`config.mk`:
```
export PLATFORM = sky130hd
export DESIGN_NAME = paddle_mover
export DESIGN_NICKNAME = d
export VERILOG_FILES = /design/src/rtl/pong_pkg.sv /design/src/rtl/sync2.sv /design/src/rtl/paddle_mover.sv
export SDC_FILE = /design/constraint.sdc
export NUM_CORES = 1
export LEC_CHECK = 0
export CAP_MARGIN = 20
export CORE_ASPECT_RATIO = 1.2
export CORE_MARGIN = 2
export CORE_UTILIZATION = 40
export CTS_CLUSTER_SIZE = 30
export DETAILED_ROUTE_END_ITERATION = 8
export GPL_TIMING_DRIVEN = 1
export PLACE_DENSITY = 0.68
export SLEW_MARGIN = 10
export SYNTH_ARGS = -nofsm -noshare
export SYNTH_HDL_FRONTEND = slang
export SYNTH_SLANG_ARGS = --single-unit
```
`constraint.sdc`:
```
create_clock -name clk -period 2.66 [get_ports clk]
set_input_delay 0.532 -clock clk [delete_from_list [all_inputs] [get_ports clk]]
set_output_delay 0.532 -clock clk [all_outputs]
set_load 0.005 [all_outputs]
```
`src/rtl/pong_pkg.sv`:
```
// Shared paddle/screen constants and the direction and FSM encodings used by
// the paddle movement logic.
package pong_pkg;

  localparam int CW           = 11;
  localparam int PY_MIN_DEF   = 0;
  localparam int PY_MAX_DEF   = 400;
  localparam int PY_RESET_DEF = 200;

  typedef enum logic [1:0] {
    DIR_NONE  = 2'd0,
    DIR_PLUS  = 2'd1,
    DIR_MINUS = 2'd2
  } dir_e;

  typedef enum logic [1:0] {
    S_IDLE  = 2'd0,
    S_PLUS  = 2'd1,
    S_MINUS = 2'd2
  } state_e;

  // Requests are active-low; both-high and both-low both mean "no request".
  function automatic dir_e decode_dir(input logic p_s, input logic m_s);
    case ({p_s, m_s})
      2'b01:   return DIR_PLUS;
      2'b10:   return DIR_MINUS;
      default: return DIR_NONE;
    endcase
  endfunction

endpackage

```
`src/rtl/sync2.sv`:
```
// Two-flop synchronizer; resets to 1 so an active-low request reads idle.
module sync2 (
  input  logic clk,
  input  logic rst_n,
  input  logic d,
  output logic q
);

  logic meta;

  always_ff @(posedge clk or negedge rst_n) begin
    if (!rst_n) begin
      meta <= 1'b1;
      q    <= 1'b1;
    end else begin
      meta <= d;
      q    <= meta;
    end
  end

endmodule

```
`src/rtl/paddle_mover.sv`:
```
// Turns the active-low plus/minus request pair into a rate-limited, clamped
// paddle Y coordinate with a two-speed acceleration.
module paddle_mover
  import pong_pkg::*;
#(
  parameter int STEP_DIV  = 416667,
  parameter int STEP      = 4,
  parameter int ACC_TICKS = 8,
  parameter int PY_MIN    = PY_MIN_DEF,
  parameter int PY_MAX    = PY_MAX_DEF,
  parameter int PY_RESET  = PY_RESET_DEF
) (
  input  logic          clk,
  input  logic          rst_n,
  input  logic          en,
  input  logic          center,
  input  logic          p,
  input  logic          m,
  output logic [CW-1:0] py,
  output logic          at_top,
  output logic          at_bot,
  output logic          moving
);

  localparam int AW    = CW + 1;
  localparam int DIV_W = $clog2(STEP_DIV);
  localparam int RUN_W = $clog2(ACC_TICKS + 1);

  localparam logic [DIV_W-1:0] DIV_LAST = DIV_W'(STEP_DIV - 1);
  localparam logic [RUN_W-1:0] RUN_SAT  = RUN_W'(ACC_TICKS);

  logic p_s, m_s;
  dir_e dir;

  sync2 u_sync_p (.clk(clk), .rst_n(rst_n), .d(p), .q(p_s));
  sync2 u_sync_m (.clk(clk), .rst_n(rst_n), .d(m), .q(m_s));

  assign dir = decode_dir(p_s, m_s);

  // Movement tick divider; free-runs while enabled, independent of the FSM.
  logic [DIV_W-1:0] tick_cnt;
  logic             tick;

  assign tick = en && (tick_cnt == DIV_LAST);

  always_ff @(posedge clk or negedge rst_n) begin
    if (!rst_n)                tick_cnt <= '0;
    else if (center || !en)    tick_cnt <= '0;
    else if (tick)             tick_cnt <= '0;
    else                       tick_cnt <= tick_cnt + DIV_W'(1);
  end

  state_e state, state_n;

  // A reversal always falls back to IDLE first.
  always_comb begin
    state_n = state;
    if (center || !en) begin
      state_n = S_IDLE;
    end else begin
      case (state)
        S_IDLE: begin
          if (dir == DIR_PLUS)       state_n = S_PLUS;
          else if (dir == DIR_MINUS) state_n = S_MINUS;
        end
        S_PLUS:  if (dir != DIR_PLUS)  state_n = S_IDLE;
        S_MINUS: if (dir != DIR_MINUS) state_n = S_IDLE;
        default: state_n = S_IDLE;
      endcase
    end
  end

  always_ff @(posedge clk or negedge rst_n) begin
    if (!rst_n) begin
      state  <= S_IDLE;
      moving <= 1'b0;
    end else begin
      state  <= state_n;
      moving <= (state_n != S_IDLE);
    end
  end

  logic [RUN_W-1:0] run_cnt;

  always_ff @(posedge clk or negedge rst_n) begin
    if (!rst_n)                                 run_cnt <= '0;
    else if (center || state == S_IDLE)         run_cnt <= '0;
    else if (tick && run_cnt < RUN_SAT)         run_cnt <= run_cnt + RUN_W'(1);
  end

  // Clamp arithmetic carries one guard bit so underflow shows up in the MSB.
  logic [AW-1:0] step_w, py_w, sum, diff;
  logic [CW-1:0] py_nxt;

  always_comb begin
    step_w = (run_cnt < RUN_SAT) ? AW'(STEP) : AW'(2 * STEP);
    py_w   = {1'b0, py};
    sum    = py_w + step_w;
    diff   = py_w - step_w;
    py_nxt = py;
    if (tick) begin
      case (state)
        S_PLUS:  py_nxt = (sum > AW'(PY_MAX)) ? CW'(PY_MAX) : sum[CW-1:0];
        S_MINUS: py_nxt = (diff[AW-1] || diff < AW'(PY_MIN)) ? CW'(PY_MIN)
                                                              : diff[CW-1:0];
        default: py_nxt = py;
      endcase
    end
  end

  always_ff @(posedge clk or negedge rst_n) begin
    if (!rst_n)      py <= CW'(PY_RESET);
    else if (center) py <= CW'(PY_RESET);
    else             py <= py_nxt;
  end

  assign at_top = (py == CW'(PY_MIN));
  assign at_bot = (py == CW'(PY_MAX));

endmodule

```
## After elaboration in Yosys (flattened, before gate mapping)

Index checks and enable logic that the tools add are counted.

| cells by class | value |
|---|---|
| order comparisons | 3 |
| add/sub/neg operators | 4 |
| reductions and logical operators | 13 |
| equality and inequality tests | 10 |
| mux-type cells | 17 |

Operators by type and width:

| operator | count |
|---|---|
| 11-bit 2-to-1 mux | 4 |
| 19-bit 2-to-1 mux | 2 |
| 11-bit one-hot mux with 2 select lines | 1 |
| 19-bit by 1-bit adder with 19-bit output, second input constant | 1 |
| 19-bit equality test, second input constant | 1 |
| 11-bit by 4-bit adder with 12-bit output | 1 |
| 12-bit by 9-bit > comparator with 1-bit output, second input constant | 1 |
| 12-bit by 1-bit less-than comparator with 1-bit output, second input constant | 1 |
| 4-bit 2-to-1 mux | 3 |
| 11-bit by 4-bit subtractor with 12-bit output | 1 |
| 11-bit by 9-bit equality test with 1-bit output, second input constant | 1 |
| 11-bit zero test | 1 |
| 2-bit 2-to-1 mux | 5 |
| 2-bit by 1-bit equality test with 1-bit output, second input constant | 3 |
| 2-bit equality test, second input constant | 3 |
| 2-bit one-hot mux with 3 select lines | 1 |
| 2-bit nonzero test | 3 |
| 4-bit by 1-bit adder with 4-bit output, second input constant | 1 |
| 4-bit less-than comparator, second input constant | 1 |
| 2-bit one-hot mux with 2 select lines | 1 |
| 1-bit logical OR | 3 |
| 3-bit nonzero test | 1 |
| 1-bit logical AND | 2 |
| 2-bit zero test | 1 |
| 4 further kinds | 4 |

| word-level totals | value |
|---|---|
| word-level logic and storage cells | 56 |
| bits in registers | 41 |
| input bits | 6 |
| output and inout port bits | 14 |

## Logic depth before layout (Yosys ltp)

Gate-level depths: netlist (run 1).

| depth | value |
|---|---|
| word-level depth | 9 |
| gate-level depth with buffers | 10 |

## Cells and area by module

Synthesis (run 1) repeated with hierarchy kept, for this count alone.

| unflattened totals | value |
|---|---|
| cells, all modules | 262 |
| area, all modules | 2437.3 um2 |

By module, submodules not included:

| module | instances | area each (um2) | cells an instance |
|---|---|---|---|
| paddle_mover | 1 | 2332.2 | 258 |
| sync2 | 2 | 52.6 | 2 |

## Least setup slack after synthesis (run 1)

OpenSTA, ideal clock, no wires.

| timing | value |
|---|---|
| path kind | reg2reg |
| start | register run_cnt[3] |
| end | register py[4] |
| slack | -0.024 ns |
| stages on the path, launching flop included | 11 |
| arrival time | 2.565 ns |
| setup time | 0.119 ns |
| data required time | 2.541 ns |
| path through | dfrtp_1 -> inv_1 -> ha_1 -> inv_1 -> fa_1 -> and2_1 -> o21ai_0 -> a211o_1 -> a211oi_1 -> a311o_1 -> o21ba_2 |

| between the ends | value |
|---|---|
| longest elaborated chain between the ends | 9 |
| elaborated cells between the ends (all ways) | 12 |
| those cells by class | add/sub (2); order compare (3); mux (6); reduce/logical (1) |

Ends and longest elaborated chain:

| element | RTL line | text |
|---|---|---|
| start: declaration | paddle_mover.sv:83 | `logic [RUN_W-1:0] run_cnt;` |
| start signal: assignment | paddle_mover.sv:88 | `else if (tick && run_cnt < RUN_SAT) run_cnt <= run_cnt + RUN_W'(1);` |
| 4-bit less-than comparator * | paddle_mover.sv:96 | `step_w = (run_cnt < RUN_SAT) ? AW'(STEP) : AW'(2 * STEP);` |
| 4-bit 2-to-1 mux * | paddle_mover.sv:96 |  |
| 11-bit by 4-bit subtractor with 12-bit output | paddle_mover.sv:99 | `diff = py_w - step_w;` |
| 12-bit by 1-bit less-than comparator with 1-bit output | paddle_mover.sv:104 | `S_MINUS: py_nxt = (diff[AW-1] \|\| diff < AW'(PY_MIN)) ? CW'(PY_MIN)` |
| 1-bit logical OR | paddle_mover.sv:104 |  |
| 11-bit 2-to-1 mux | paddle_mover.sv:104 |  |
| 11-bit one-hot mux with 2 select lines * | paddle_mover.sv:102 | `case (state)` |
| 11-bit 2-to-1 mux * | paddle_mover.sv:101 | `if (tick) begin` |
| 11-bit 2-to-1 mux * | paddle_mover.sv:113 | `else if (center) py <= CW'(PY_RESET);` |
| end signal: assignment | paddle_mover.sv:112 | `if (!rst_n) py <= CW'(PY_RESET);` |
| end signal: assignment | paddle_mover.sv:113 |  |
| end signal: assignment | paddle_mover.sv:114 | `else py <= py_nxt;` |
| end: declaration | paddle_mover.sv:19 | `output logic [CW-1:0] py,` |

Mark *: on every way between the ends. The rest lies on a longest branch, timed or not. The select of a mux whose other input is x is not followed.
A chain may end at the register's enable or synchronous reset.

## Worst setup path in the final report (run 1)

Ends and elaborated chain as after synthesis.

==> metrics, run 1 <==
clock period minus worst slack=2.62 ns; floorplan row count=31; Setup Skew=0.0115 ns; largest net degree at the start of global routing=40; ys async rst share=100%; R2R depth=11; Synth Register Bits=39; via-per-instance ratio=5.56; CP cell instances=inv_2, ha_4, inv_2, fa_2, nand4b_1, xnor2_1, a311oi_2, a211oi_2, buf_4, a311o_1, o21ba_4; initial antenna violation count=0; Main synth FF type=dfrtp_1; clock group share of total power=38.6%; Area Overhead vs Synth=20.3%; Max Cap Viol=0; measured slew at the worst slew-check pin=0.876 ns; combinational group share of total power=4.6%; Setup-failing EPs final=0; type of origin of the critical path=flop; final global-route overflow total=0; final hold viol count=0; ANT cells=0; pre-CTS WS=-0.0201 ns; most area-consuming cells after synthesis=dfrtp_1 (32%), dfstp_2 (7.4%), nor2_1 (6.6%); GPL Wtd Cong=0.881; top-count cell post-synth=nor2_1; Sw Pwr=234 µW; # clock sinks=39; Slew HR=41.6%; Sw Ratio=22.0%; R2R Path End=py[4]; CP dominant cell by count=inv_2; adder-cell share of the synthesized area=5.11%; post-route cell area=3000 µm²; P_int=832 µW; CTS tree=done; Seq/Total Area, Yosys=39.4%; cell leakage power=1.19 nW; Seq pwr share=56.8%; Clock Pin Slew Worst Setup and Hold Paths=0.08 ns; vias in the first global route=2,172; Final WS setup=0.0381 ns; worst-path fanout max=4; Syn Inst Count=279; Num CTS Buffers=5; Starting Density=41.3%; HPWL after DPL=4300 µm; GRT Util Overall=17.9%; Routed WL per cell=15.1 µm; chip height=90.6 µm; mux cell area share after synthesis=1.20%; CP max stage cell=fa_2; drt first pass iters=4; DR iter-0 viols=176; Clock Root Buffer=clkbuf_8; reg-to-reg setup timing slack=0.04 ns; core area=6050 µm²; post-route ant nets=0; Required @ worst endpoint=2.90 ns; DP Area=2840 µm²; Pwr Total=1.07 mW; Post-synth EDFFs=0; most instantiated cells after synthesis=nor2_1 (44), dfrtp_1 (32), xnor2_1 (18), nand2_1 (14), o21ai_0 (12); final period utilization=98.6%; port bufs=17; Setup crit end kind=flop; drc violations=0; Hold-fix buffers, CTS=0; Worst Path Arrival=2.86 ns; worst vdd ir=0.308 mV; P per Cell Area=355 nW/µm²; Largest stage delay, worst path=0.42 ns; worst reg2reg path startpoint=run_cnt[3]; H-tree depth=2; critical path class=flop to flop; cell family with most CP delay=compound AO/OA/AOI/OAI gates; Multi-input gate area=1450 µm²; Top-Level Pins=20; Vias=2,192; Layout fillers=604; Yosys cell types=53; RSZ-0062 raised after global routing=yes; main combinational cell family by area after synthesis=simple AND/OR/NAND/NOR gates; Routed WL=5960 µm; Synth Area in XOR/XNOR=8.42%; die area=6890 µm²; mapped cell area=2500 µm²; Post-Synth Simple-Gate Area=28.3%; status=completed; synth warn=0; Peak Freq=0.381 GHz; Avg Cell Area, Syn=8.95 µm²; Synth Area in Compound Gates=12.7%; Clk Latency, worst-skew pair=0.29 ns; Die W=76.1 µm; nets=326; Reg area=985 µm²; first-pass GRT wire length=10,100 µm; Buf+Inv Stages, Crit Path=3; share of cells above drive strength 1=16.7%; Synth top area share=32.1%; Max clock buf depth=2; fin. max-slew vios=0; largest area contributor in the netlist=dfrtp_1; hold crit path type=input pin to asynchronous set/reset pin
routing by layer:
metal / vias up / GRT usage, % / part of all wire, %
met4: 0 / 7.58 / 2.4
met5: - / 0 / 0
met2: 71 / 32.1 / 51
met1: 1060 / 21.3 / 42
met3: 14 / 2.50 / 4.3
li1: 1047 / - / -
area by class of cell:
cell class / count / area share, %
Multi-Input combinational cell: 217 / 48.4
Clock inverter: 1 / 0.292
Clock buffer: 7 / 2.87
Sequential cell: 39 / 32.8
Inverter: 11 / 1.37
Timing Repair Buffer: 37 / 10.9
Tap cell: 82 / 3.42
how the worst max path moves through the flow:
stage / cells after the start / from / slack [ns] / endpoint
5_1_grt: 11 / run_cnt[3] / -0.07 / py[4]
3_3_place_gp: 8 / en / 0.03 / py[4]
2_1_floorplan: 10 / run_cnt[3] / 0.04 / py[4]
3_5_place_dp: 7 / en / -0.02 / py[5]
6_report: 11 / run_cnt[3] / 0.04 / py[4]
4_1_cts: 10 / run_cnt[3] / 0.06 / py[4]
cells in the final DEF, fill, tap and decap left out, drive strengths merged, types with 3 or more instances in the layout:
master,n
a211oi,4
nor4,5
and3,9
nor3,7
nand4b,5
or4b,3
xnor2,18
dfrtp,32
nand2,14
xor2,6
or4,3
dfstp,7
nor4b,3
nor2b,5
ha,7
o21ai,13
clkdlybuf4s50,16
a21oi,7
mux2i,3
buf,21
o211ai,5
nand3,11
or2,3
nand4,5
nand2b,8
clkbuf,7
inv,11
nor2,45
stage by stage:
stage | setup TNS [ns] | hold WS [ns] | instances | util [%]
5_1_grt | -0.167 | 0.361 | 394 | 49.6
6_report | 0 | 0.345 | 394 | 49.6
3_3_place_gp | 0 | 0.347 | 382 | 46.9
3_5_place_dp | -0.0585 | 0.350 | 382 | 46.9
2_1_floorplan | 0 | 0.236 | 280 | -
4_1_cts | 0 | 0.360 | 390 | 48.6
registers in the layout, indices dropped and copies added (netlist names):
register / flops
u_sync_p.q: 1
u_sync_m.q: 1
moving: 1
u_sync_m.meta: 1
run_cnt: 4
state: 2
tick_cnt: 19
py: 9
u_sync_p.meta: 1
power by group through the flow:
stage / Combinational (mW) / Clock (mW) / Sequential [mW]
global placement: 0.0501 / 0 / 0.616
finish: 0.0488 / 0.412 / 0.605
floorplan: 0.0248 / 0 / 0.616
global route: 0.0557 / 0.448 / 0.606
detailed placement: 0.0495 / 0 / 0.617
CTS: 0.0497 / 0.424 / 0.605
cells by family after synthesis:
group / count (synthesis)
adder cells (fa/ha/maj): 9
multiplexers: 3
flip-flops: 39
other: 1
AND/OR/NAND/NOR: 132
buffers and inverters: 24
XOR/XNOR: 24
AO/OA/AOI/OAI: 47
repair_timing:
action / 4_1_cts / 5_1_grt
resized for setup: 1 / 11
pin swaps: 0 / 9
setup buffers: 0 / 4
setup endpoints to repair: 1 / 6
hold endpoints to repair: 0 / 0
Note: power is estimated with default switching activity, not from simulation.
==> inputs of run 2 (changes only) <==
--- a/config.mk
+++ b/config.mk
@@ -16,4 +16,5 @@
 export SLEW_MARGIN = 10
 export SYNTH_ARGS = -nofsm -noshare
 export SYNTH_HDL_FRONTEND = slang
+export SYNTH_HIERARCHICAL = 1
 export SYNTH_SLANG_ARGS = --single-unit
==> constraint.sdc (replaced) <==
create_clock -name clk -period 2.66 [get_ports clk]
set_input_delay 0.532 -clock clk [delete_from_list [all_inputs] [get_ports clk]]
set_output_delay 0.532 -clock clk [all_outputs]
set_load 0.1 [all_outputs]
==> run 2 against run 1 <==
Clock skew decreased by 0.0033 ns. Clock power decreased by 7.0%. Largest cell class unchanged. Critical path depth decreased by 2. Core utilization decreased by 2.8 points. Sequential power about the same. Worst hold slack got worse by 0.074 ns. Sequential share of layout area increased by 3.0 points. Design area decreased by 6.9%. Wire length decreased by 13%. Sequential cell count unchanged. Register-to-register slack improved by 0.14 ns. Largest power group unchanged. Combinational power increased by 24%.
==> metrics, run 2 <==
fin. max-slew vios=0 (unchanged); Clk Latency, worst-skew pair=0.29 ns (about the same); Multi-input gate area=1330 µm² (-8.2%); Setup crit end kind=flop; largest registers=tick_cnt (19), py (9), run_cnt (4); Vias=1,955 (-11%); first-pass GRT wire length=9060 µm (-11%); Setup Skew=0.00822 ns (-0.00331 ns); Area Overhead vs Synth=14.8%; commonest non-fill, non-tap cell in the layout=nor2_1; chip height=89.5 µm (-1.2%); CP cell instances=inv_2, fa_2, a21o_1, a21oi_1, o21ai_0, a31oi_1, nor3_2, a311oi_1, a31o_1; Num CTS Buffers=5 (unchanged); Slew HR=54.5% (+13 points); most frequent cells in the layout=nor2_1 (34), dfrtp_1 (29), buf_4 (21); final period utilization=93.5% (-5.1 points); share of cells above drive strength 1=21.1% (+4.4 points); Top-Level Pins=20 (unchanged); status=completed; floorplan row count=31 (unchanged); drc violations=0 (unchanged); via-per-instance ratio=5.33 (-4.3%); HPWL after DPL=3840 µm (-11%); Setup-failing EPs final=0 (unchanged); buffer count from post-CTS setup fixing=0 (unchanged); # clock sinks=39 (unchanged); synth warn=6 (+6); Post-synth EDFFs=0 (unchanged); top-count cell post-synth=nor2_1; mapped cell area=2440 µm² (-2.4%); nets=299 (-8.3%); cell leakage power=1.11 nW (-7.0%); measured slew at the worst slew-check pin=0.682 ns (-0.194 ns); worst-path fanout max=6 (+2); critical path class=flop to flop; CTS tree=done; DR iter-0 viols=127 (-28%); post-route ant nets=0 (unchanged); largest area contributor in the netlist=dfrtp_1; GRT Util Overall=17.5% (-0.41 points); Yosys cell types=59 (+11%); Starting Density=40.8% (-0.47 points); Max clock buf depth=2 (unchanged); Synth top area share=32.9% (+0.79 points); cell family with most CP delay=compound AO/OA/AOI/OAI gates; Syn Inst Count=262 (-6.1%); ys async rst share=100% (unchanged); H-tree depth=2 (unchanged); drt first pass iters=4 (unchanged); die area=6740 µm² (-2.3%); Largest stage delay, worst path=0.66 ns (+0.24 ns); DP Area=2710 µm² (-4.5%); most instantiated cells after synthesis=nor2_1 (35), dfrtp_1 (32), nand2_1 (20), a21oi_1 (16), o21ai_0 (12); hold crit path type=input pin to asynchronous set/reset pin; Routed WL=5160 µm (-13%); clock period minus worst slack=2.49 ns (-0.136 ns); ANT cells=0 (unchanged); post-route cell area=2800 µm² (-6.9%); Post-Route Setup TNS=0 ns (unchanged); port bufs=17 (unchanged); CP max stage cell=dfstp_4; Layout fillers=590 (-2.3%); Seq/Total Area, Yosys=40.4% (+0.97 points); Required @ worst endpoint=2.85 ns (-0.05 ns); Avg Cell Area, Syn=9.30 µm² (+3.9%); Main synth FF type=dfrtp_1; Buf+Inv Stages, Crit Path=1 (-2); Final WS setup=0.174 ns (+0.136 ns); final hold viol count=0 (unchanged); Peak Freq=0.402 GHz (+5.5%); initial antenna violation count=0 (unchanged); RSZ-0062 raised after global routing=no; Max Cap Viol=0 (unchanged); max reg flops=19 (unchanged); Clock Pin Slew Worst Setup and Hold Paths=0.07 ns (about the same); pre-CTS WS=0.165 ns (+0.185 ns); type of origin of the critical path=flop; vias in the first global route=1,996 (-8.1%); Worst Path Arrival=2.67 ns (-0.19 ns); most area-consuming cells after synthesis=dfrtp_1 (33%), dfstp_2 (7.5%), nor2_1 (5.4%); Die W=75.3 µm (-1.1%); Routed WL per cell=14.1 µm (-7.1%); Reg area=1000 µm² (+1.5%); Synth Register Bits=39 (unchanged); final global-route overflow total=0 (unchanged); P per Cell Area=375 nW/µm² (+5.7%); worst vdd ir=0.283 mV (-8.3%); GPL Wtd Cong=0.928 (+5.3%); Clock Root Buffer=clkbuf_8; Top reg by flops=tick_cnt; largest net degree at the start of global routing=31 (-23%); core area=5970 µm² (-1.3%)
==> run 2: report_power, final <==
| part | leakage (nW) | total (mW) | switching, mW | internal, mW |
|---|---|---|---|---|
| clock | 0.0422 | 0.383 | 0.199 | 0.184 |
| combinational | 0.554 | 0.0605 | 0.0459 | 0.0146 |
| sequential | 0.513 | 0.605 | 0.00423 | 0.601 |
==> run 2: final cells by class <==
class	count	share of cell area [%]
inverter	10	1.34
clock inverter	1	0.179
multi-input combinational	200	47.7
timing repair buffer	28	8.68
sequential	39	35.7
clock buffer	7	2.73
tap	82	3.67
==> run 2: kinds of logic (layout without fill, tap and decap cells) <==
kind of cell,count (synthesis),in the layout,share of synthesized area [%]
buf+inv,24,46,6.16
flops,39,39,40.4
xor+xnor,20,20,7.19
mux,3,3,1.33
simple gates,114,114,26.3
other cells,1,2,0.154
compound gates,52,52,13.2
fa+ha+maj,9,9,5.24
==> run 2: what timing repair did <==
item                       CTS  global route
resized for setup            0             2
hold buffers                 0             0
setup endpoints to repair    0             2
==> run 2: stage by stage <==
| step | total power [mW] | hold WS [ns] | utilization, % | std cells |
|---|---|---|---|---|
| 2_1_floorplan | 0.653 | 0.236 | - | 263 |
| 3_3_place_gp | 0.678 | 0.347 | 45.3 | 359 |
| 3_5_place_dp | 0.678 | 0.347 | 45.3 | 359 |
| 4_1_cts | 1.06 | 0.300 | 46.7 | 367 |
| 5_1_grt | 1.09 | 0.335 | 46.8 | 367 |
| 6_report | 1.05 | 0.272 | 46.8 | 367 |
==> run 2: final timing paths <==
kind / start / endpoint / slack [ns] / depth (start not counted)
max reg2reg: py[3] / py[4] / 0.17 / 9
max: py[3] / py[4] / 0.17 / 9
max in group asynchronous: rst_n / tick_cnt[15] / 1.78 / 2
min: rst_n / tick_cnt[8] / 0.27 / 1
min in group clk: u_sync_p/meta / u_sync_p/q / 0.36 / 0
min reg2reg: u_sync_p/meta / u_sync_p/q / 0.36 / 0
==> run 2: metal layers <==
layer / share of wire (%) / wire [µm] / global-route usage, %
met1: 44 / 2270 / 21.6
met2: 50 / 2570 / 30.6
met3: 4.7 / 245 / 2.93
met4: 1.6 / 82 / 5.90
met5: 0 / 0 / 0
==> inputs of run 3 (changes only) <==
--- a/config.mk
+++ b/config.mk
@@ -5,6 +5,7 @@
 export SDC_FILE = /design/constraint.sdc
 export NUM_CORES = 1
 export LEC_CHECK = 0
+export ABC_AREA = 1
 export CAP_MARGIN = 20
 export CORE_ASPECT_RATIO = 1.2
 export CORE_MARGIN = 2
@@ -12,8 +13,9 @@
 export CTS_CLUSTER_SIZE = 30
 export DETAILED_ROUTE_END_ITERATION = 8
 export GPL_TIMING_DRIVEN = 1
-export PLACE_DENSITY = 0.68
-export SLEW_MARGIN = 10
+export PLACE_DENSITY = 0.67
+export SKIP_LAST_GASP = 1
+export SLEW_MARGIN = 20
 export SYNTH_ARGS = -nofsm -noshare
 export SYNTH_HDL_FRONTEND = slang
 export SYNTH_HIERARCHICAL = 1
==> run 3 against run 2 <==
First-iteration DRC count down 16%. Clock skew down 0.0019 ns. Wire length up 17%. Combinational power up 9.6%. Final cell count up 31%. Sequential cell count unchanged. Critical endpoint unchanged. Design area up 9.8%. Critical path depth up 5. Core utilization up 0.54 points. Worst hold slack better by 0.085 ns. Critical path type unchanged. Register-to-register slack better by 0.19 ns.
==> metrics, run 3 <==
Clock Root Buffer=clkbuf_8; H-tree depth=2 (unchanged); fin. max-slew vios=0 (unchanged); share of cells above drive strength 1=16.7% (-4.4 points); Clock Pin Slew Worst Setup and Hold Paths=0.07 ns (about the same); ys async rst share=100% (unchanged); Slew HR=41.7% (-13 points); commonest non-fill, non-tap cell in the layout=nand2_1; most frequent cells in the layout=nand2_1 (92), nor2_1 (53), inv_1 (46); Hold-fix buffers, CTS=0 (unchanged); port bufs=17 (unchanged); type of origin of the critical path=flop; Synth Area in XOR/XNOR=2.91% (-4.3 points); drc violations=0 (unchanged); Num CTS Buffers=5 (unchanged); Avg Cell Area, Syn=7.23 µm² (-22%); worst-path fanout max=8 (+2); final hold viol count=0 (unchanged); status=completed; largest net degree at the start of global routing=40 (+29%); Synth Register Bits=39 (unchanged); R2R depth=14 (+5); drt first pass iters=4 (unchanged); Synth Area in Compound Gates=7.34% (-5.9 points); Multi-input gate area=1510 µm² (+13%); Syn Inst Count=375 (+43%); RSZ-0062 raised after global routing=no; core area=6490 µm² (+8.6%); adder-cell share of the synthesized area=4.71% (-0.53 points); Setup crit end kind=flop; Top-Level Pins=20 (unchanged); floorplan row count=32 (+3.2%); Post-Route Setup TNS=0 ns (unchanged); top-count cell post-synth=nand2_1; HPWL after DPL=4790 µm (+25%); mapped cell area=2710 µm² (+11%); Routed WL per cell=12.6 µm (-10%); largest area contributor in the netlist=dfrtp_1; Area Overhead vs Synth=13.3%; Post-synth EDFFs=0 (unchanged); nets=410 (+37%); GRT Util Overall=18.2% (+0.76 points); Top reg by flops=tick_cnt; # resized after CTS=0 (unchanged); hold crit path type=input pin to asynchronous set/reset pin; post-route ant nets=0 (unchanged); CTS tree=done; final global-route overflow total=0 (unchanged); Die W=79.2 µm (+5.2%); Main synth FF type=dfrtp_1; largest registers=tick_cnt (19), py (9), run_cnt (4); main combinational cell family by area after synthesis=simple AND/OR/NAND/NOR gates; critical path class=flop to flop; first-pass GRT wire length=10,700 µm (+19%); Setup Skew=0.00628 ns (-0.00194 ns); pre-CTS WS=0.343 ns (+0.178 ns); measured slew at the worst slew-check pin=0.874 ns (+0.192 ns); clock period minus worst slack=2.30 ns (-0.187 ns); worst vdd ir=0.323 mV (+14%); # clock sinks=39 (unchanged); Setup-failing EPs final=0 (unchanged); Synth top area share=29.5% (-3.3 points); Post-Synth Simple-Gate Area=39.5% (+13 points); Clk Latency, worst-skew pair=0.29 ns (about the same); die area=7460 µm² (+11%); worst reg2reg path startpoint=run_cnt[3]; max reg flops=19 (unchanged); Yosys cell types=36 (-39%); Required @ worst endpoint=2.84 ns (about the same); Max Cap Viol=0 (unchanged); Routed WL=6060 µm (+17%); final period utilization=86.4% (-7.0 points); Worst Path Arrival=2.48 ns (-0.19 ns); Starting Density=41.8% (+1.0 points); chip height=94.2 µm (+5.2%); Peak Freq=0.435 GHz (+8.1%); Vias=2,388 (+22%); Final WS setup=0.361 ns (+0.187 ns); Max clock buf depth=2 (unchanged); Layout fillers=668 (+13%); Reg area=987 µm² (-1.3%); via-per-instance ratio=4.96 (-6.8%); ANT cells=0 (unchanged); vias in the first global route=2,372 (+19%); initial antenna violation count=0 (unchanged); Seq/Total Area, Yosys=36.3% (-4.1 points); most instantiated cells after synthesis=nand2_1 (92), nor2_1 (53), inv_1 (46), dfrtp_1 (32), nand3_1 (28); DR iter-0 viols=107 (-16%); buffer count from post-CTS setup fixing=0 (unchanged); mux cell area share after synthesis=0% (-1.3 points); cell leakage power=1.47 nW (+32%); P per Cell Area=357 nW/µm² (-4.7%); synth warn=6 (unchanged); most area-consuming cells after synthesis=dfrtp_1 (30%), nand2_1 (13%), nor2_1 (7.3%); Crit. Startpoint=run_cnt[3]; GPL Wtd Cong=0.936 (+0.89%)
run 3: changes by cell type in the layout (fill, tap and decap cells not counted), sizes merged, moves of 4 or more:
cell    delta
nand3     +22
or3        -4
xnor2      -9
nand4      +7
nor2      +26
nor2b      -4
nand2b     -4
buf       -11
nand2     +79
inv       +45
run 3: final timing paths:
path                            slack (ns)      endpoint
max in group asynchronous             1.70         py[4]
worst max-delay path                  0.36         py[4]
min in group clk                      0.36    u_sync_p/q
worst max register to register        0.36         py[4]
worst min-delay path                  0.36  tick_cnt[15]
worst min register to register        0.36    u_sync_p/q
run 3: routing by layer:
layer / global-route usage, % / up-vias / wire, µm
met2: 32.2 / 42 / 3150
li1: - / 1227 / -
met3: 3.08 / 13 / 155
met5: 0 / - / 0
met1: 21.5 / 1106 / 2590
met4: 8.19 / 0 / 158
run 3: logic make-up (layout without fill, tap and decap cells):
family,after synthesis,after routing
compound gates,35,35
flops,39,39
xor+xnor,9,9
other cells,1,2
buf+inv,62,82
simple gates,220,220
fa+ha+maj,9,9
run 3: per-stage QoR:
stage | cell area [µm²] | util, % | hold slack, ns | power, mW | std cells
global placement | 2970 | 45.8 | 0.345 | 0.683 | 473
detailed placement | 2970 | 45.8 | 0.347 | 0.683 | 473
global route | 3070 | 47.4 | 0.362 | 1.16 | 481
floorplan | 2740 | - | 0.236 | 0.658 | 376
finish | 3070 | 47.4 | 0.356 | 1.10 | 481
CTS | 3070 | 47.4 | 0.358 | 1.12 | 481
run 3: critical path, cell delays in order, from the launching register on:
cell and delay (ns):
dfrtp_1 0.38, inv_1 0.24, ha_1 0.25, inv_1 0.06
fa_1 0.40, nor2_1 0.19, nand2_1 0.07, nand2_1 0.05
nand2_1 0.07, clkinv_1 0.05, nand2_1 0.07, nor2_2 0.14
nand3_1 0.09, nand2_1 0.08, nand2_1 0.05
run 3: area by class of cell:
type	instances	share of cell area, %
Sequential cell	39	32.1
Timing Repair Buffer	17	5.21
Multi-Input combinational cell	275	49.0
Clock buffer	8	3.26
Tap cell	85	3.46
Inverter	57	6.96
run 3: power by group:
group	leakage (nW)	switching, mW	internal (mW)	total, mW
Clock	0.0515	0.190	0.236	0.427
Combinational	0.898	0.0515	0.0148	0.0663
Sequential	0.515	0.00320	0.601	0.605
